[config.mk]
export PLATFORM = sky130hd
export DESIGN_NAME = pipe_ctrl_n_flat
export DESIGN_NICKNAME = d
export VERILOG_FILES = /design/src/rtl/pipe_ctrl_n_pkg.sv /design/src/rtl/pipe_ctrl_n_if.sv /design/src/rtl/pipe_ctrl_n_fetch_track.sv /design/src/rtl/pipe_ctrl_n.sv /design/src/flat_wrapper.sv
export SDC_FILE = /design/constraint.sdc
export NUM_CORES = 1
export LEC_CHECK = 0
export ABC_AREA = 1
export BUFFER_PORTS_ARGS = -buffer_cell sky130_fd_sc_hd__clkbuf_2
export CORE_ASPECT_RATIO = 2
export CORE_MARGIN = 2
export CORE_UTILIZATION = 50
export CTS_BUF_LIST = sky130_fd_sc_hd__clkbuf_4 sky130_fd_sc_hd__clkbuf_8 sky130_fd_sc_hd__clkbuf_16
export DETAILED_ROUTE_END_ITERATION = 16
export HOLD_SLACK_MARGIN = 0.05
export PLACE_DENSITY = 0.8
export SLEW_MARGIN = 15
export SYNTH_ARGS = -nofsm -noshare
export SYNTH_HDL_FRONTEND = slang
export SYNTH_SLANG_ARGS = --single-unit
[constraint.sdc]
create_clock -name clk -period 2.1 [get_ports clk]
set_input_delay 0.42 -clock clk [delete_from_list [all_inputs] [get_ports clk]]
set_output_delay 0.42 -clock clk [all_outputs]
set_load 0.005 [all_outputs]
[src/rtl/pipe_ctrl_n_pkg.sv]
// Shared definitions for the parametrised pipeline stall/flush controller.
package pipe_ctrl_pkg;

  typedef enum logic [0:0] {
    IDLE      = 1'b0,
    WAIT_SLOT = 1'b1
  } state_t;

  localparam int STAGES_DEF  = 6;
  localparam int MAX_OUT_DEF = 4;

endpackage

[src/rtl/pipe_ctrl_n_if.sv]
// Datapath-facing bundle of the pipeline controller: stage status and fetch
// handshakes in, per-stage hold/bubble/kill and fetch control out.
interface pipe_ctrl_n_if
  import pipe_ctrl_pkg::*;
#(
  parameter int STAGES = STAGES_DEF,
  parameter int SW     = 3
);
  logic [STAGES-1:0] stage_valid;
  logic [STAGES-1:0] stall_req;
  logic              flush_valid;
  logic [SW-1:0]     flush_stage;
  logic              flush_self;
  logic              flush_keep_slot;
  logic              if_req_fire;
  logic              if_resp_fire;
  logic [STAGES-1:0] hold;
  logic [STAGES-1:0] bubble;
  logic [STAGES-1:0] kill;
  logic              pc_hold;
  logic              redirect_fire;
  logic              drop_resp;
  logic              busy;

  modport master (
    output stage_valid, stall_req, flush_valid, flush_stage, flush_self,
           flush_keep_slot, if_req_fire, if_resp_fire,
    input  hold, bubble, kill, pc_hold, redirect_fire, drop_resp, busy
  );

  modport slave (
    input  stage_valid, stall_req, flush_valid, flush_stage, flush_self,
           flush_keep_slot, if_req_fire, if_resp_fire,
    output hold, bubble, kill, pc_hold, redirect_fire, drop_resp, busy
  );
endinterface

[src/rtl/pipe_ctrl_n_fetch_track.sv]
// Outstanding instruction-fetch tracker; marks responses that belong to
// requests issued before the last flush as stale.
module fetch_track
  import pipe_ctrl_pkg::*;
#(
  parameter int MAX_OUT = MAX_OUT_DEF,
  parameter int OW      = 3
) (
  input  logic          clk,
  input  logic          rst,
  input  logic          if_req_fire,
  input  logic          if_resp_fire,
  input  logic          commit,
  output logic [OW-1:0] out_cnt,
  output logic          drop_resp
);
  localparam logic [OW-1:0] MAX_CNT = OW'(MAX_OUT);

  logic [OW-1:0] disc_cnt;

  always_ff @(posedge clk) begin
    if (rst) begin
      out_cnt  <= '0;
      disc_cnt <= '0;
    end else begin
      if (if_req_fire && !if_resp_fire && out_cnt != MAX_CNT)
        out_cnt <= out_cnt + 1'b1;
      else if (if_resp_fire && !if_req_fire && out_cnt != '0)
        out_cnt <= out_cnt - 1'b1;

      // a response landing in the commit cycle is already killed in stage 0
      if (commit)
        disc_cnt <= (if_resp_fire && out_cnt != '0) ? out_cnt - 1'b1 : out_cnt;
      else if (if_resp_fire && disc_cnt != '0)
        disc_cnt <= disc_cnt - 1'b1;
    end
  end

  assign drop_resp = (disc_cnt != '0);

endmodule

[src/rtl/pipe_ctrl_n.sv]
// Pipeline stall/flush controller for an N-stage core; optional performance
// counters are enabled by defining PIPE_PERF_CNT_EN.
//   state     | meaning
//   IDLE      | no flush pending; flushes commit immediately
//   WAIT_SLOT | delay-slot flush latched, waiting for the slot to be fetched
module pipe_ctrl_n
  import pipe_ctrl_pkg::*;
#(
  parameter int STAGES  = STAGES_DEF,
  parameter int SW      = 3,
  parameter int MAX_OUT = MAX_OUT_DEF,
  parameter int OW      = 3
) (
  input  logic         clk,
  input  logic         rst,
  pipe_ctrl_n_if.slave bus
`ifdef PIPE_PERF_CNT_EN
  ,
  output logic [31:0]  stall_cycles,
  output logic [31:0]  flush_count,
  output logic [31:0]  drop_count
`endif
);
  state_t            state, state_nxt;
  logic              slot_arrived, slot_arrived_nxt;
  logic [SW-1:0]     lat_stage, lat_stage_nxt;
  logic              lat_self, lat_self_nxt;
  logic [STAGES-1:0] hold_raw, bubble_raw, imm_kill, def_kill, kill;
  logic              slot_found;
  logic [SW-1:0]     slot_idx;
  logic              flush_ok, commit, drop_resp;
  logic [OW-1:0]     out_cnt;

  assign flush_ok = bus.flush_valid &&
                    ({1'b0, bus.flush_stage} < (SW+1)'(STAGES));

  // empty stages absorb stalls coming from downstream
  always_comb begin
    hold_raw   = '0;
    bubble_raw = '0;
    hold_raw[STAGES-1] = bus.stall_req[STAGES-1];
    for (int k = STAGES-2; k >= 0; k--)
      hold_raw[k] = bus.stall_req[k] | (hold_raw[k+1] & bus.stage_valid[k+1]);
    for (int k = 1; k < STAGES; k++)
      bubble_raw[k] = hold_raw[k-1] & ~hold_raw[k];
  end

  always_comb begin
    slot_found = 1'b0;
    slot_idx   = '0;
    imm_kill   = '0;
    def_kill   = '0;
    for (int k = 0; k < STAGES; k++)
      if (k < int'(bus.flush_stage) && bus.stage_valid[k]) begin
        slot_found = 1'b1;
        slot_idx   = SW'(k);
      end
    for (int k = 0; k < STAGES; k++) begin
      imm_kill[k] = (k < int'(bus.flush_stage)) ||
                    (k == int'(bus.flush_stage) && bus.flush_self);
      if (bus.flush_keep_slot && slot_found && slot_idx == SW'(k))
        imm_kill[k] = 1'b0;
      // deferred commit: the slot has just entered stage 0 and survives
      def_kill[k] = (k >= 1 && k < int'(lat_stage)) ||
                    (k == int'(lat_stage) && lat_self);
    end
  end

  always_ff @(posedge clk) begin
    if (rst) begin
      state        <= IDLE;
      slot_arrived <= 1'b0;
      lat_stage    <= '0;
      lat_self     <= 1'b0;
    end else begin
      state        <= state_nxt;
      slot_arrived <= slot_arrived_nxt;
      lat_stage    <= lat_stage_nxt;
      lat_self     <= lat_self_nxt;
    end
  end

  always_comb begin
    state_nxt        = state;
    slot_arrived_nxt = slot_arrived;
    lat_stage_nxt    = lat_stage;
    lat_self_nxt     = lat_self;
    kill             = '0;
    commit           = 1'b0;
    case (state)
      IDLE: begin
        if (flush_ok) begin
          if (!bus.flush_keep_slot || slot_found) begin
            kill   = imm_kill;
            commit = 1'b1;
          end else begin
            state_nxt        = WAIT_SLOT;
            lat_stage_nxt    = bus.flush_stage;
            lat_self_nxt     = bus.flush_self;
            slot_arrived_nxt = 1'b0;
          end
        end
      end
      WAIT_SLOT: begin
        if (flush_ok && bus.flush_self) begin
          kill             = imm_kill;
          commit           = 1'b1;
          state_nxt        = IDLE;
          slot_arrived_nxt = 1'b0;
        end else if (slot_arrived) begin
          kill             = def_kill;
          commit           = 1'b1;
          state_nxt        = IDLE;
          slot_arrived_nxt = 1'b0;
        end else if (bus.if_resp_fire && !drop_resp) begin
          slot_arrived_nxt = 1'b1;
        end
      end
      default: state_nxt = IDLE;
    endcase
  end

  fetch_track #(.MAX_OUT(MAX_OUT), .OW(OW)) u_fetch_track (
    .clk          (clk),
    .rst          (rst),
    .if_req_fire  (bus.if_req_fire),
    .if_resp_fire (bus.if_resp_fire),
    .commit       (commit),
    .out_cnt      (out_cnt),
    .drop_resp    (drop_resp)
  );

  assign bus.kill          = kill;
  assign bus.hold          = hold_raw & ~kill;
  assign bus.bubble        = bubble_raw & ~kill;
  assign bus.pc_hold       = bus.hold[0] | (out_cnt == OW'(MAX_OUT)) | (state == WAIT_SLOT);
  assign bus.redirect_fire = commit;
  assign bus.drop_resp     = drop_resp;
  assign bus.busy          = (state != IDLE);

`ifdef PIPE_PERF_CNT_EN
  always_ff @(posedge clk) begin
    if (rst) begin
      stall_cycles <= '0;
      flush_count  <= '0;
      drop_count   <= '0;
    end else begin
      stall_cycles <= stall_cycles + {31'd0, bus.hold[0]};
      flush_count  <= flush_count + {31'd0, commit};
      drop_count   <= drop_count + {31'd0, bus.if_resp_fire & drop_resp};
    end
  end
`endif

endmodule
[src/flat_wrapper.sv]
// flat-port wrapper written by rule: the top's interface ports become plain ports
module pipe_ctrl_n_flat import pipe_ctrl_pkg::*;
#(
  parameter int STAGES  = STAGES_DEF,
  parameter int SW      = 3,
  parameter int MAX_OUT = MAX_OUT_DEF,
  parameter int OW      = 3
)
  (clk, rst, bus_stage_valid, bus_stall_req, bus_flush_valid, bus_flush_stage, bus_flush_self, bus_flush_keep_slot, bus_if_req_fire, bus_if_resp_fire, bus_hold, bus_bubble, bus_kill, bus_pc_hold, bus_redirect_fire, bus_drop_resp, bus_busy);
  pipe_ctrl_n_if #(.STAGES(STAGES), .SW(SW)) bus_i ();
  input  logic clk;
  input  logic rst;
  input wire logic [$bits(bus_i.stage_valid)-1:0] bus_stage_valid;
  input wire logic [$bits(bus_i.stall_req)-1:0] bus_stall_req;
  input wire logic [$bits(bus_i.flush_valid)-1:0] bus_flush_valid;
  input wire logic [$bits(bus_i.flush_stage)-1:0] bus_flush_stage;
  input wire logic [$bits(bus_i.flush_self)-1:0] bus_flush_self;
  input wire logic [$bits(bus_i.flush_keep_slot)-1:0] bus_flush_keep_slot;
  input wire logic [$bits(bus_i.if_req_fire)-1:0] bus_if_req_fire;
  input wire logic [$bits(bus_i.if_resp_fire)-1:0] bus_if_resp_fire;
  output wire logic [$bits(bus_i.hold)-1:0] bus_hold;
  output wire logic [$bits(bus_i.bubble)-1:0] bus_bubble;
  output wire logic [$bits(bus_i.kill)-1:0] bus_kill;
  output wire logic [$bits(bus_i.pc_hold)-1:0] bus_pc_hold;
  output wire logic [$bits(bus_i.redirect_fire)-1:0] bus_redirect_fire;
  output wire logic [$bits(bus_i.drop_resp)-1:0] bus_drop_resp;
  output wire logic [$bits(bus_i.busy)-1:0] bus_busy;
  assign bus_i.stage_valid = bus_stage_valid;
  assign bus_i.stall_req = bus_stall_req;
  assign bus_i.flush_valid = bus_flush_valid;
  assign bus_i.flush_stage = bus_flush_stage;
  assign bus_i.flush_self = bus_flush_self;
  assign bus_i.flush_keep_slot = bus_flush_keep_slot;
  assign bus_i.if_req_fire = bus_if_req_fire;
  assign bus_i.if_resp_fire = bus_if_resp_fire;
  assign bus_hold = bus_i.hold;
  assign bus_bubble = bus_i.bubble;
  assign bus_kill = bus_i.kill;
  assign bus_pc_hold = bus_i.pc_hold;
  assign bus_redirect_fire = bus_i.redirect_fire;
  assign bus_drop_resp = bus_i.drop_resp;
  assign bus_busy = bus_i.busy;
  pipe_ctrl_n #(.STAGES(STAGES), .SW(SW), .MAX_OUT(MAX_OUT), .OW(OW)) u_core (.clk(clk), .rst(rst), .bus(bus_i));
endmodule
==> summary.txt, run 1 <==
Placed design
  • Worst slack at placement: -0.124 ns
  • Placer Congestion: around 0.82
  • I/O Buffers: 42
  • Post-DP Area: approximately 0.0016 sq mm
  • HPWL after detailed placement: 3060 um

Cells and area
  • Post-route cell area: ~0.0019 sq mm
  • Fill cell count: 209
  • Most frequent cells in the layout: nand2_1, clkbuf_2, inv_1, o21ai_0, a21oi_1
  • Share of cells above drive strength 1: between 30 and 40%
  • Final layout net count: roughly 300
  • Ant diodes: 0
  • Commonest non-fill, non-tap cell in the layout: nand2_1
  • FF+latch area: 240 sq um
  • Multi-input logic area: approximately 0.0010 sq mm
  • Area Growth Syn to Fin: 43.9%

Power
  • Comb pwr share: a little under half
  • Pwr dens: ~500 mW/mm^2
  • Switching portion of total power: 37.7%
  • Sequential Power Share: between 20 and 30%
  • Switching pwr: around 0.36 mW
  • Pint: 0.599 mW
  • Clk pwr share: between 20% and 30%
  • Peak VDD IR: between 0.0004 and 0.0005 V
  • Leakage: roughly 1 nW

STA
  • Fmax: roughly 0.47 GHz
  • Slew Limit Fails: 0
  • Final hold slack: between 0.4 and 0.5 ns
  • RSZ-0062 raised after global routing: yes
  • Tmin final: between 2 and 2.5 ns
  • Endpoints failing hold: 0
  • Finish-stage setup viols: 1
  • Final worst slack: -0.0139 ns
  • Worst Clk Skew: around 0.0025 ns
  • Period utilisation layout: 101%

GRT
  • Initial antenna violation count: 0
  • Vias in the first global route: 1500
  • First-pass GRT wire length: 5880 um
  • Total track usage: 26.7%
  • Pin count of the biggest net entering global routing: 10
  • Total gr overflow: 0

CTS
  • TritonCTS clock tree: done
  • Number of CTS-inserted buffers: 3
  • Root buffer cell: clkbuf_8
  • # H-tree levels: 1
  • Worst-skew pair later-pin latency: approximately 0.24 ns
  • Clock Sinks: 12
  • CTS clock-pin slew for the worst setup and hold paths: roughly 0.050 ns
  • Max Root-Sink Buffers: 2

Floorplan
  • Core Area: between 0.002 and 0.003 sq mm
  • I/O pin count: 44
  • Initial core utilization: between 50% and 60%
  • Chip width: roughly 40 um
  • Die H: 76.3 um
  • FP Rows: 26
  • Die footprint: 0.00307 sq mm

Drt
  • Iteration-0 DRC Markers: ~70
  • Via density per instance: 5.33
  • Drc violations: 0
  • Antenna-violating nets left: 0
  • Detailed Routing Iterations Pass 1: 4
  • DR WL/cell: ~14 um
  • Via Count: approximately 1600
  • Drt total wl: about 4200 um

Yosys
  • Mapped Nets: 243
  • Cell variety after synth: 32
  • Area contributors post-synth: dfxtp_1, nand2_1, inv_1, a21oi_1, o21ai_0
  • Ys Warns: 0
  • Synth Register Bits: 12
  • Fraction of the mapped netlist area in adder cells: 4.78%
  • Synth Instances: around 220
  • Synth top area share: between 10% and 20%
  • Post-Synth Simple-Gate Area: between 30 and 40%
  • Synth area leader: dfxtp_1
  • Sequential-to-total area share from yosys stat: between 10% and 20%
  • Post-synthesis mux area share: 0%
  • Mean Syn Cell Area: 6.05 sq um
  • Post-synthesis compound-gate area fraction: between 20% and 30%
  • Cell Area, Synth: 0.00131 sq mm
  • Post-synthesis xor/xnor area fraction: about 3.3%
  • Largest family of logic cells by synthesized area: simple AND/OR/NAND/NOR gates

Worst hold path
  • HP Class: in -> reg

Outcome
  • Failing checks: negative setup slack
  • Status: finished with violations

Critical path
  • CP required: around 1.7 ns
  • Crit Path Max Fanout: 6
  • CP Capture Type: output pin
  • Data arrival, critical path: 1.69 ns
  • Startpoint types: input pin
  • Worst Setup Path Type: in -> out

Job
  • Max cap viols: 0
-- sequential cells by signal, indices dropped and copies added (netlist names) --
name / count
u_core.bus.busy: 1
u_core.lat_self: 1
u_core.lat_stage: 3
u_core.slot_arrived: 1
u_core.u_fetch_track.disc_cnt: 3
u_core.u_fetch_track.out_cnt: 3
-- cell families after synthesis --
kind of cell	Yosys count
flops	12
buf+inv	47
xor+xnor	5
other cells	1
compound gates	47
simple gates	99
fa+ha+maj	5
-- through the flow --
step / utilization, % / power, mW / std cells / setup TNS [ns]
after floorplan: - / 0.517 / 216 / 0
after global placement: 65.0 / 0.644 / 296 / -0.526
after detailed placement: 65.0 / 0.653 / 296 / -0.531
after CTS: 69.5 / 0.925 / 300 / 0
after global routing: 75.1 / 1.03 / 302 / -0.450
final: 75.1 / 0.961 / 302 / -0.0139
-- critical path, cell delays in order --
cell	delay, ns
buf_12	0.12
inv_4	0.07
nand2_1	0.09
nand3_2	0.12
nand2_2	0.07
inv_2	0.08
nand4_4	0.10
a21oi_4	0.20
nor2_1	0.07
nand2_1	0.10
nand2_2	0.07
nand2_1	0.06
clkbuf_2	0.11
-- cell usage after synthesis --
library cell and instances:
xor2_1 4, a21oi_1 21, nand4_1 3, o22ai_1 1
o21ai_0 16, nor2_8 1, nor3_2 2, nand2_4 4
a21oi_2 2, nand3_1 12, nand4_4 1, nor2_2 2
xnor2_1 1, nand2_2 6, buf_4 1, nand2_1 44
nor2_1 17, nor3_1 4, a31oi_1 3, inv_2 6
conb_1 1, nand3_2 1, dfxtp_1 12, clkinv_4 1
or2_2 1, ha_1 5, o21bai_1 1, o22ai_2 1
o21ai_2 1, o211ai_1 1, inv_1 39, nand3b_1 1
-- power by group through the flow --
stage               sequential, mW  combinational [mW]  clock, mW
global route                 0.272               0.487      0.269
CTS                          0.269               0.398      0.258
global placement             0.272               0.372          0
detailed placement           0.273               0.380          0
floorplan                    0.268               0.248          0
finish                       0.270               0.438      0.253
-- layer usage --
metal | part of all wire (%) | vias to the layer above | GRT usage (%) | wire length [um]
li1 | - | 807 | - | -
met1 | 30 | 736 | 21.9 | 1250
met2 | 62 | 45 | 52.1 | 2570
met3 | 2.7 | 23 | 1.46 | 114
met4 | 5.9 | 0 | 15.5 | 247
met5 | 0 | - | 0 | 0
-- cell type report --
cell class              instances  share of cell area [%]
repair buffers                 55                    18.6
inverters                      46                    10.2
multi-input cells             157                    53.6
flip-flops and latches         12                    12.8
clock buffers                   4                    2.93
well taps                      28                    1.86
-- repair_timing --
| item | 4_1_cts | 5_1_grt |
|---|---|---|
| pin swaps | 6 | 15 |
| cloned | 0 | 0 |
| setup buffers | 0 | 2 |
| gates resized for setup | 15 | 38 |
| hold buffers | 0 | 0 |
| endpoints found under the setup margin | 11 | 17 |
-- final timing paths --
path	from	to	slack (ns)	cells past startpoint
max reg2reg	u_core.u_fetch_track.out_cnt[0]	u_core.u_fetch_track.out_cnt[1]	0.30	10
min reg2reg	u_core.lat_stage[2]	u_core.lat_stage[2]	0.51	2
min	rst	u_core.slot_arrived	0.41	2
max	bus_flush_stage[1]	bus_pc_hold	-0.01	13
(Power assumes the default switching activity.)
==> run 2, diff against run 1 <==
==> constraint.sdc (replaced) <==
create_clock -name clk -period 2.2 [get_ports clk]
set_input_delay 0.44 -clock clk [delete_from_list [all_inputs] [get_ports clk]]
set_output_delay 0.44 -clock clk [all_outputs]
set_load 0.005 [all_outputs]
==> summary.txt, run 2 (synthesis results as in run 1) <==
CTS
  • Root buffer cell: clkbuf_8
  • Number of CTS-inserted buffers: 3 (unchanged)
  • TritonCTS clock tree: done
  • # H-tree levels: 1 (unchanged)
  • CTS Hold Bufs: 0 (unchanged)
  • Max Root-Sink Buffers: 2 (unchanged)
  • CTS clock-pin slew for the worst setup and hold paths: 0.05 ns (about the same)
  • Worst-skew pair later-pin latency: 0.25 ns (about the same)
  • Clock Sinks: 12 (unchanged)

GRT
  • First-pass GRT wire length: 5780 um (-1.8%)
  • Pin count of the biggest net entering global routing: 10 (unchanged)
  • Initial antenna violation count: 0 (unchanged)
  • Total gr overflow: 0 (unchanged)
  • Total track usage: 26.6% (-0.17 points)
  • Vias in the first global route: 1466 (-2.3%)

Cells and area
  • Largest regs: u_core.lat_stage: 3 flops, u_core.u_fetch_track.disc_cnt: 3 flops, u_core.u_fetch_track.out_cnt: 3 flops
  • Commonest non-fill, non-tap cell in the layout: nand2_1
  • Cell Count, Final, Fillers Out: 305 (+0.99%)
  • Final layout net count: 306 (+1.3%)
  • Ant diodes: 0 (unchanged)
  • Area Growth Syn to Fin: 44.7%
  • Most frequent cells in the layout: nand2_1, inv_1, clkbuf_2, o21ai_0, buf_4
  • Share of cells above drive strength 1: 40.4% (+0.65 points)
  • Fill cell count: 205 (-1.9%)

Critical path
  • CP Capture Type: output pin
  • CP top delay family: simple AND/OR/NAND/NOR gates
  • Data arrival, critical path: 1.72 ns (+0.03 ns)
  • Crit Path Max Fanout: 4 (-2)
  • Most used cell, CP: nand2_1
  • Worst Setup Path Type: in -> out
  • Worst stage delay on the critical path: 0.24 ns (+0.04 ns)
  • Cells along the critical path: clkbuf_4, inv_4, nand2_4, nand3_4, nand2_4, inv_4, nand4_4, a21oi_4, nor2_1, nand2_1, nand2_1, nand2_1, clkbuf_2
  • Startpoint types: input pin
  • CP required: 1.76 ns (+0.08 ns)
  • WP buf/inv: 4 (unchanged)
  • CP max stage cell: a21oi_4

Outcome
  • Status: completed

STA
  • Endpoints failing hold: 0 (unchanged)
  • Slew Limit Fails: 0 (unchanged)
  • Fmax: approximately 0.46 GHz
  • Finish-stage setup viols: 0 (-1)
  • Final hold slack: 0.420 ns (+0.0127 ns)
  • RSZ-0062 raised after global routing: yes
  • Worst Clk Skew: 0.00972 ns (+0.00725 ns)
  • Tmin final: around 2.2 ns
  • Period utilisation layout: between 90% and 100%
  • Final worst slack: 0.0390 ns (+0.0529 ns)

Floorplan
  • Die footprint: 0.00307 sq mm (unchanged)
  • I/O pin count: 44 (unchanged)
  • Chip width: 40.2 um (unchanged)
  • Initial core utilization: 52.2% (unchanged)
  • Die H: 76.3 um (unchanged)
  • FP Rows: 26 (unchanged)
  • Core Area: 0.00250 sq mm (unchanged)

Drt
  • Via Count: 1618 (+0.43%)
  • Detailed Routing Iterations Pass 1: 4 (unchanged)
  • Antenna-violating nets left: 0 (unchanged)
  • Drc violations: 0 (unchanged)
  • Iteration-0 DRC Markers: 53 (-25%)
  • DR WL/cell: 13.0 um (-6.4%)
  • Drt total wl: 3960 um (-5.4%)
  • Via density per instance: 5.30 (-0.55%)

Placed design
  • Dpl cells: 293 (-1.0%)
  • I/O Buffers: 42 (unchanged)
  • Worst slack at placement: -0.0875 ns (+0.0364 ns)
  • HPWL after detailed placement: 3030 um (-1.0%)
  • Placer Congestion: 0.787 (-3.7%)

Worst hold path
  • HP Class: in -> reg

Power
  • Peak VDD IR: 0.000365 V (-17%)
  • Overall power: 0.871 mW (-9.4%)
  • Pwr dens: 460 mW/mm^2 (-9.9%)
  • Leakage: 1.02 nW (+1.7%)

Job
  • Max cap viols: 0 (unchanged)
run 2: cell type report:
class	instances	area (sq um)	share of cell area (%)
clock buffer	3	41.3	2.18
inverter	46	195	10.3
multi-input combinational	157	1010	53.6
sequential	12	240	12.7
tap	28	35.0	1.85
timing repair buffer	59	365	19.3
run 2: path summary, 6_finish.rpt:
| check | depth (start not counted) | start | slack (ns) | end |
|---|---|---|---|---|
| min reg2reg | 2 | u_core.u_fetch_track.disc_cnt[1] | 0.48 | u_core.u_fetch_track.disc_cnt[1] |
| max reg2reg | 10 | u_core.u_fetch_track.out_cnt[0] | 0.39 | u_core.u_fetch_track.out_cnt[1] |
| max | 13 | bus_flush_stage[0] | 0.04 | bus_pc_hold |
| min | 2 | rst | 0.42 | u_core.slot_arrived |
run 2: what timing repair did:
item | 4_1_cts | 5_1_grt
setup buffers | 1 | 8
pin swaps | 1 | 17
setup endpoints to repair | 5 | 18
resized for setup | 3 | 50
run 2: metal layers:
layer	share of wire [%]	vias up	track usage (%)
met5	0	-	0
met4	5.0	0	20.0
met3	3.5	17	0.292
met2	59	49	49.4
met1	32	740	22.9
li1	-	812	-
run 2: power breakdown:
part / internal, mW / switching (mW)
logic: 0.175 / 0.240
clock network: 0.120 / 0.0794
registers: 0.238 / 0.0176
total: 0.534 / 0.337
run 2: metrics by stage:
step,setup TNS [ns],utilization [%],area (sq um)
3_3_place_gp,-0.215,64.1,1610
6_report,0,75.5,1890
5_1_grt,-0.113,75.5,1890
3_5_place_dp,-0.249,64.1,1610
2_1_floorplan,0,-,1310
4_1_cts,0,66.6,1670
